$ cat src/rtl/ccu2_serial_addsub.sv
// Digit-serial add/subtract, 2 bits (one CCU2 slice) per clock with a registered carry.
// DONE pulses WIDTH/2 cycles after accept; START is ignored while BUSY is high (no queuing).
module ccu2_serial_addsub #(
  parameter int WIDTH = 32
) (
  input  logic             CK,
  input  logic             CD,
  input  logic             START,
  input  logic             SUB,
  input  logic             CI,
  input  logic [WIDTH-1:0] A,
  input  logic [WIDTH-1:0] B,
  output logic             BUSY,
  output logic             DONE,
  output logic [WIDTH-1:0] S,
  output logic             CO,
  output logic             OVF
);

  localparam int SLICES = WIDTH / 2;
  localparam int KW     = (SLICES > 1) ? $clog2(SLICES) : 1;
  localparam logic [KW-1:0] K_LAST = KW'(SLICES - 1);

  generate
    if ((WIDTH % 2) != 0 || WIDTH < 4) begin : g_bad_width
      $error("ccu2_serial_addsub: WIDTH must be even and >= 4");
    end
  endgenerate

  typedef enum logic {IDLE, RUN} state_t;

  state_t           state, state_nxt;
  logic [WIDTH-1:0] a_q, b_q;
  logic [WIDTH-3:0] sum_sr;
  logic [WIDTH-1:0] sum_nxt;
  logic             carry_q;
  logic [KW-1:0]    k;
  logic             accept, last;
  logic             p0, p1, c1, c2, s0, s1;

  always_ff @(posedge CK or posedge CD) begin
    if (CD) state <= IDLE;
    else    state <= state_nxt;
  end

  always_comb begin
    state_nxt = state;
    accept    = 1'b0;
    last      = 1'b0;
    case (state)
      IDLE: if (START) begin
        accept    = 1'b1;
        state_nxt = RUN;
      end
      RUN: if (k == K_LAST) begin
        last      = 1'b1;
        state_nxt = IDLE;
      end
      default: state_nxt = IDLE;
    endcase
  end

  assign BUSY = (state == RUN);

  // One CCU2 pair: propagate passes the incoming carry, otherwise a generates/kills it.
  assign p0 = a_q[0] ^ b_q[0];
  assign c1 = p0 ? carry_q : a_q[0];
  assign s0 = p0 ^ carry_q;
  assign p1 = a_q[1] ^ b_q[1];
  assign c2 = p1 ? c1 : a_q[1];
  assign s1 = p1 ^ c1;

  // Result fills from the top; after the last slice the LSBs have shifted down into place.
  assign sum_nxt = {s1, s0, sum_sr};

  always_ff @(posedge CK or posedge CD) begin
    if (CD) begin
      a_q     <= '0;
      b_q     <= '0;
      sum_sr  <= '0;
      carry_q <= 1'b0;
      k       <= '0;
      S       <= '0;
      CO      <= 1'b0;
      OVF     <= 1'b0;
      DONE    <= 1'b0;
    end else begin
      DONE <= 1'b0;
      if (accept) begin
        a_q     <= A;
        b_q     <= B ^ {WIDTH{SUB}};
        carry_q <= CI;
        k       <= '0;
      end else if (state == RUN) begin
        a_q     <= {2'b00, a_q[WIDTH-1:2]};
        b_q     <= {2'b00, b_q[WIDTH-1:2]};
        sum_sr  <= sum_nxt[WIDTH-1:2];
        carry_q <= c2;
        k       <= k + KW'(1);
        if (last) begin
          S    <= sum_nxt;
          CO   <= c2;
          OVF  <= c1 ^ c2;
          DONE <= 1'b1;
        end
      end
    end
  end

endmodule

$ cat config.mk
export PLATFORM = sky130hd
export DESIGN_NAME = ccu2_serial_addsub
export DESIGN_NICKNAME = d
export VERILOG_FILES = /design/src/rtl/ccu2_serial_addsub.sv
export SDC_FILE = /design/constraint.sdc
export NUM_CORES = 1
export LEC_CHECK = 0
export CAP_MARGIN = 20
export CELL_PAD_IN_SITES_DETAIL_PLACEMENT = 1
export CELL_PAD_IN_SITES_GLOBAL_PLACEMENT = 2
export CORE_MARGIN = 5
export CORE_UTILIZATION = 31
export DETAILED_ROUTE_END_ITERATION = 7
export PLACE_DENSITY = 0.83
export REMOVE_ABC_BUFFERS = 1
export SLEW_MARGIN = 10
export SYNTH_ARGS = -nofsm -noshare
export SYNTH_HDL_FRONTEND = slang
export SYNTH_SLANG_ARGS = --single-unit
export TNS_END_PERCENT = 10
$ cat constraint.sdc
create_clock -name CK -period 4.8 [get_ports CK]
set_input_delay 0.96 -clock CK [delete_from_list [all_inputs] [get_ports CK]]
set_output_delay 0.96 -clock CK [all_outputs]
set_load 0.01 [all_outputs]
==> metrics.csv, run 1 <==
metric,value,unit
outcome,finished clean,
LEAKAGE,0.00365,uW
sequential group share of total power,0.429,
tightest slew margin relative to the limit,0.407,
Syn. warnings,0,
WP data arrival,1.69,ns
clock slew seen by the registers of the worst setup and hold paths,0.06,ns
total standard cell area after synthesis,0.00601,sq mm
fraction of layout instances using a drive strength above 1,0.111,
global-route total usage across every layer,0.121,
minimum clock period,2.65,ns
flop-to-flop setup slack,2.57,ns
number of rows created at floorplan,51,
critical path endpoint category,output pin,
worst clock skew,0.0101,ns
number of global-route vias before repair,4313,
first-pass detailed-route iteration total,4,
reg2reg start,BUSY$_DFF_PP0_,
worst hold start,sum_sr[0]$_DFFE_PP0P_,
Yosys top cell area share,0.562,
Critical Path Stages,1,
clk sinks,135,
cell type with the largest total area after synthesis,sky130_fd_sc_hd__dfrtp_1,
switching power as a share of total power,0.323,
cell types with the largest area share after synthesis,"sky130_fd_sc_hd__dfrtp_1, sky130_fd_sc_hd__mux2i_1, sky130_fd_sc_hd__nand2_1, sky130_fd_sc_hd__mux2_2, sky130_fd_sc_hd__o21ai_0",
"Data required, critical path",3.84,ns
number of enable-type register cells in the synthesized netlist,0,
post-cts hold buffer count,0,
final total negative setup slack,0,ns
antenna violations before repair,0,
CP max stage delay,0.66,ns
clock latency of the later-clocked register in the worst-skew pair,0.42,ns
number of cells produced by synthesis,545,
remaining global-route overflow,0,
most used flip-flop cell after synthesis,sky130_fd_sc_hd__dfrtp_1,
total inserted antenna cells,0,
sequential cell area fraction in the yosys report,0.562,
horizontal extent of the die,149,microns
number of placed instances with taps included,880,
detail-routed via count per cell,4.44,
overall power after layout,4460,uW
final cell count without fillers,915,
CP Max Fanout,27,
series of cell instances along the critical path,clkdlybuf4s50_1,
number of clock buffers inserted by TritonCTS,17,
final worst hold slack,0.471,ns
clock share of power,0.286,
total power divided by cell area,571,mW/mm^2
number of nets in the layout,707,
standard cell with the maximum stage delay on the critical path,sky130_fd_sc_hd__dfrtp_4,
Least-Margin Pin Slew,0.890,ns
fin util,0.405,
number of design-rule violations left by the first detailed-router iteration,85,
Combinational Power Share,0.284,
Clock Root Buffer,sky130_fd_sc_hd__clkbuf_16,
number of design rule violations left after detail routing,0,
setup bufs post-CTS,0,
cell internal pwr,3020,uW
Resized cells post-CTS,0,
library cell with the highest instance count after synthesis,sky130_fd_sc_hd__nand2_1,
number of ports placed on the die boundary,105,
WP buf/inv,1,
standard cell core area,0.0193,sq mm
starting density of the core,0.312,
final clock period utilization by the worst path,0.551,
hold crit path type,register to register,
Max Clk Rate,378,MHz
Vias,4064,
global-route wire length before repair,21.7,mm
max capacitance violation total,0,
pin count of the biggest net entering global routing,139,
crit path to,BUSY,
detailed placer's ending HPWL,8.39,mm
number of nets with antenna violations after routing,0,
area enclosed by the die boundary,0.0223,sq mm
area growth from synthesis to final layout,29.8,%
Commonest cells post-synth,"sky130_fd_sc_hd__nand2_1, sky130_fd_sc_hd__dfrtp_1, sky130_fd_sc_hd__mux2i_1, sky130_fd_sc_hd__o21ai_0, sky130_fd_sc_hd__xor2_1",
ys async rst share,1.00,
number of distinct library cells after synthesis,28,
final weighted congestion of routability-driven global placement,0.695,
register bit count reported by yosys,135,
endpoint of the worst-slack reg-to-reg timing path,S[30]$_DFFE_PP0P_,
worst reg-to-reg path cell count,3,
number of buffer cells added on primary ports,104,
fill cell instance count of the final layout,2134,
worst voltage drop across the vdd grid,0.248,mV
Max Slew Vio Count,0,
average wire per standard cell,14.1,microns
CTS HTree Levels,4,
aggregate routed wire length,12.9,mm
category of the most critical setup path,register to output pin,
element type at the critical path start,register,
Bufs on Longest Clock Path,2,
setup-violating endpoint count in the final report,0,
critical path startpoint,BUSY$_DFF_PP0_,
DIE HEIGHT,149,microns
net switching power of the design,1440,uW
RSZ-0062 raised after global routing,no,
average footprint of a synthesized cell,11.0,sq um
cell type group with the largest total delay on the critical path,flip-flops,
TritonCTS clock tree,built,
Hold Fails Final Rpt,0,
## layout make-up
cell class	count	area (sq um)	area share
Sequential cell	135	3380	0.433
Inverter	2	13.8	0.00176
Timing Repair Buffer	109	1130	0.145
Clock buffer	19	443	0.0568
Tap cell	265	332	0.0425
Clock inverter	13	136	0.0175
Multi-Input combinational cell	372	2370	0.303
## stage by stage
stage               setup WS, ns  instance area [sq um]
finish                      2.15                   7800
global route                2.09                   7800
CTS                         2.11                   7720
detailed placement          2.22                   7140
global placement            2.29                   7140
floorplan                 0.0610                   5750
## worst min-delay path by stage
stage          cells after the start  slack [ns]          endpoint
6_report                           2        0.47  S[0]$_DFFE_PP0P_
5_1_grt                            2        0.49  S[5]$_DFFE_PP0P_
4_1_cts                            2        0.47  S[1]$_DFFE_PP0P_
3_5_place_dp                       2        0.46  S[1]$_DFFE_PP0P_
3_3_place_gp                       2        0.45  S[1]$_DFFE_PP0P_
2_1_floorplan                      2        0.43  S[0]$_DFFE_PP0P_
## cells in the final DEF, fill, tap and decap left out, types with 4 or more instances in the layout
master	Yosys	final
sky130_fd_sc_hd__xor2_1	32	32
sky130_fd_sc_hd__clkbuf_16	0	17
sky130_fd_sc_hd__inv_6	0	5
sky130_fd_sc_hd__dfrtp_1	135	134
sky130_fd_sc_hd__clkinv_4	0	5
sky130_fd_sc_hd__o21ai_0	59	59
sky130_fd_sc_hd__xnor2_1	6	6
sky130_fd_sc_hd__mux2_2	29	29
sky130_fd_sc_hd__nand2_1	153	153
sky130_fd_sc_hd__o21ai_1	4	4
sky130_fd_sc_hd__mux2i_1	64	64
sky130_fd_sc_hd__clkdlybuf4s50_1	0	102
sky130_fd_sc_hd__nor2_1	8	8
## sequential cells by signal (all words and copies together) (netlist names), 4 cells and up
signal,count
S,32
a_q,32
b_q,32
k,4
sum_sr,30
## power by group through the flow
stage	registers [uW]	logic (uW)	clock network, uW
finish	1910	1270	1280
global route	1980	1430	1360
CTS	1920	1280	1320
detailed placement	1940	1270	0
global placement	1910	1210	0
floorplan	1970	658	0
## logic make-up (layout without fill, tap and decap cells)
family,after synthesis,after routing,synth area share
compound gates,72,72,0.0635
xor+xnor,38,38,0.0554
fa+ha+maj,2,2,0.00395
buf+inv,38,143,0.0443
flops,135,135,0.562
mux,94,94,0.163
simple gates,166,166,0.108
## metal layers
layer | vias up | wire length [microns] | share of wire | track usage
met3 | 13 | 621 | 0.048 | 0.0383
met1 | 1960 | 6060 | 0.47 | 0.164
li1 | 1998 | - | - | -
met5 | - | 0 | 0 | 0
met4 | 0 | 125 | 0.0097 | 0.0357
met2 | 93 | 6110 | 0.47 | 0.188
Power figures use the tool's default switching activity.
==> run 2, diff against run 1 <==
==> constraint.sdc (replaced) <==
create_clock -name CK -period 2.4 [get_ports CK]
set_input_delay 0.48 -clock CK [delete_from_list [all_inputs] [get_ports CK]]
set_output_delay 0.48 -clock CK [all_outputs]
set_load 0.01 [all_outputs]
==> run 2 against run 1 <==
Final cell count rose by 0.87%. Highest routed layer unchanged. Worst setup slack lost 1.9 ns. Power grew 110%. Non-clock buffer count increased by 8. Sequential power rose by 100%. Worst hold slack worse by 0.0014 ns. Cell area increased by 1.3%. Sequential share of layout area decreased by 0.54 points. Clock skew is 0.0021 ns lower. Global-route usage up 0.54 points. Utilization up 0.51 points. Critical path depth did not move.
==> metrics.csv, run 2 (same netlist as run 1, synthesis figures left out) <==
metric,value,unit,change
area enclosed by the die boundary,0.0223,sq mm,unchanged
final total negative setup slack,0,ns,unchanged
number of design-rule violations left by the first detailed-router iteration,140,,+65%
number of global-route vias before repair,4496,,+4.2%
CP max stage delay,0.61,ns,-0.05 ns
cell type group with the largest total delay on the critical path,buffers and inverters,,
total area of multi-input combinational cells,0.00237,sq mm,unchanged
detail-routed via count per cell,4.52,,+1.7%
first-pass detailed-route iteration total,4,,unchanged
global-route wire length before repair,22.5,mm,+3.9%
aggregate routed wire length,13.4,mm,+3.9%
Clock Root Buffer,sky130_fd_sc_hd__clkbuf_16,,
worst setup slack after placement,0.666,ns,-1.55 ns
Vias,4170,,+2.6%
minimum clock period,2.11,ns,
WP data arrival,1.63,ns,-0.06 ns
CP Max Fanout,22,,-19%
category of the most critical setup path,register to output pin,,
DIE HEIGHT,149,microns,unchanged
outcome,finished clean,,
standard cell with the maximum stage delay on the critical path,sky130_fd_sc_hd__clkdlybuf4s50_1,,
final weighted congestion of routability-driven global placement,0.725,,+4.3%
element type at the critical path start,register,,
global-route total usage across every layer,0.127,,+0.00545
TritonCTS clock tree,built,,
detailed placer's ending HPWL,9.28,mm,+11%
final worst hold slack,0.470,ns,-0.00137 ns
series of cell instances along the critical path,clkdlybuf4s50_1,,
"Data required, critical path",1.92,ns,-1.92 ns
number of clock buffers inserted by TritonCTS,17,,unchanged
number of buffer cells added on primary ports,104,,unchanged
worst reg-to-reg path cell count,3,,unchanged
max capacitance violation total,0,,unchanged
number of ports placed on the die boundary,105,,unchanged
amount of wire on met2 after detailed routing,6.53,mm,+6.8%
flop-to-flop setup slack,0.69,ns,-1.88 ns
number of nets in the layout,715,,+1.1%
post-route setup slack,0.289,ns,-1.87 ns
hold crit path type,input port to asynchronous set/reset pin,,
reg2reg start,BUSY$_DFF_PP0_,,
Max Clk Rate,474,MHz,
total length of routed met3 wires,658,microns,+6.0%
clock slew seen by the registers of the worst setup and hold paths,0.06,ns,about the same
fill cell instance count of the final layout,2120,,-0.66%
topmost layer with routed signal wires,met4,,
area growth from synthesis to final layout,31.5,%,
standard cell core area,0.0193,sq mm,unchanged
total inserted antenna cells,0,,unchanged
number of rows created at floorplan,51,,unchanged
critical path endpoint category,output pin,,
starting density of the core,0.312,,unchanged
clk sinks,135,,unchanged
post-cts hold buffer count,0,,unchanged
setup bufs post-CTS,0,,unchanged
RSZ-0062 raised after global routing,no,,
horizontal extent of the die,149,microns,unchanged
Bufs on Longest Clock Path,2,,unchanged
LEAKAGE,0.00370,uW,+1.5%
antenna violations before repair,0,,unchanged
number of design rule violations left after detail routing,0,,unchanged
total power divided by cell area,1160,mW/mm^2,+100%
setup-violating endpoint count in the final report,0,,unchanged
fin util,0.410,,+0.00506
number of nets with antenna violations after routing,0,,unchanged
Hold Fails Final Rpt,0,,unchanged
Max Slew Vio Count,0,,unchanged
Resized cells post-CTS,0,,unchanged
worst voltage drop across the vdd grid,0.552,mV,+120%
endpoint of the worst-slack reg-to-reg timing path,k[3]$_DFFE_PP0P_,,
fraction of layout instances using a drive strength above 1,0.123,,+0.0123
"commonest cells after routing, fill and taps aside","sky130_fd_sc_hd__nand2_1, sky130_fd_sc_hd__dfrtp_1, sky130_fd_sc_hd__clkdlybuf4s50_1, sky130_fd_sc_hd__mux2i_1, sky130_fd_sc_hd__o21ai_0",,
WP buf/inv,1,,unchanged
pin count of the biggest net entering global routing,68,,-51%
remaining global-route overflow,0,,unchanged
Storage cell area,0.00338,sq mm,unchanged
tightest slew margin relative to the limit,0.625,,+0.219
largest registers,"S x32, a_q x32, b_q x32",,
worst clock skew,0.00807,ns,-0.00207 ns
"most common cell after layout, fill and taps aside",sky130_fd_sc_hd__nand2_1,,
CTS HTree Levels,4,,unchanged
final clock period utilization by the worst path,0.879,,
average wire per standard cell,14.5,microns,+3.0%
clock latency of the later-clocked register in the worst-skew pair,0.42,ns,about the same
M1 wire length,6.14,mm,+1.4%
Least-Margin Pin Slew,0.562,ns,-0.328 ns
-- run 2: changes by cell type in the layout (fill, tap and decap cells not counted), sizes merged --
cell,previous run,this run
buf,7,15
clkbuf,19,18
clkinv,7,6
bufinv,1,3
-- run 2: power by group --
part	total [uW]	internal, uW	switching [uW]
Sequential	3820	3190	630
Combinational	2570	1350	1210
Clock	2770	1690	1070
Total	9160	6240	2920
-- run 2: worst max-delay path by stage --
| stage | from | slack (ns) | cells past startpoint | end |
|---|---|---|---|---|
| CTS | BUSY$_DFF_PP0_ | 0.26 | 1 | BUSY |
| floorplan | BUSY$_DFF_PP0_ | -2.34 | 3 | S[30]$_DFFE_PP0P_ |
| global route | BUSY$_DFF_PP0_ | 0.22 | 1 | BUSY |
| finish | BUSY$_DFF_PP0_ | 0.29 | 1 | BUSY |
| detailed placement | BUSY$_DFF_PP0_ | 0.67 | 3 | k[3]$_DFFE_PP0P_ |
| global placement | BUSY$_DFF_PP0_ | 0.73 | 1 | BUSY |
-- run 2: final cells by class --
| type | count | share of cell area |
|---|---|---|
| flip-flops and latches | 135 | 0.428 |
| multi-input cells | 372 | 0.299 |
| repair buffers | 117 | 0.149 |
| clock buffers | 18 | 0.0556 |
| well taps | 265 | 0.0420 |
| clock inverters | 14 | 0.0238 |
| inverters | 2 | 0.00174 |
-- run 2: metal layers --
layer | GRT usage | up-vias
li1 | - | 2007
met1 | 0.163 | 2068
met2 | 0.208 | 86
met3 | 0.0431 | 9
met4 | 0.0275 | 0
met5 | 0 | -
-- run 2: stage by stage --
step	area, sq um	total power (uW)	cells
after floorplan	5750	5260	509
after global placement	7270	6280	891
after detailed placement	7270	6480	891
after CTS	7900	9320	923
after global routing	7900	9800	923
final	7900	9160	923
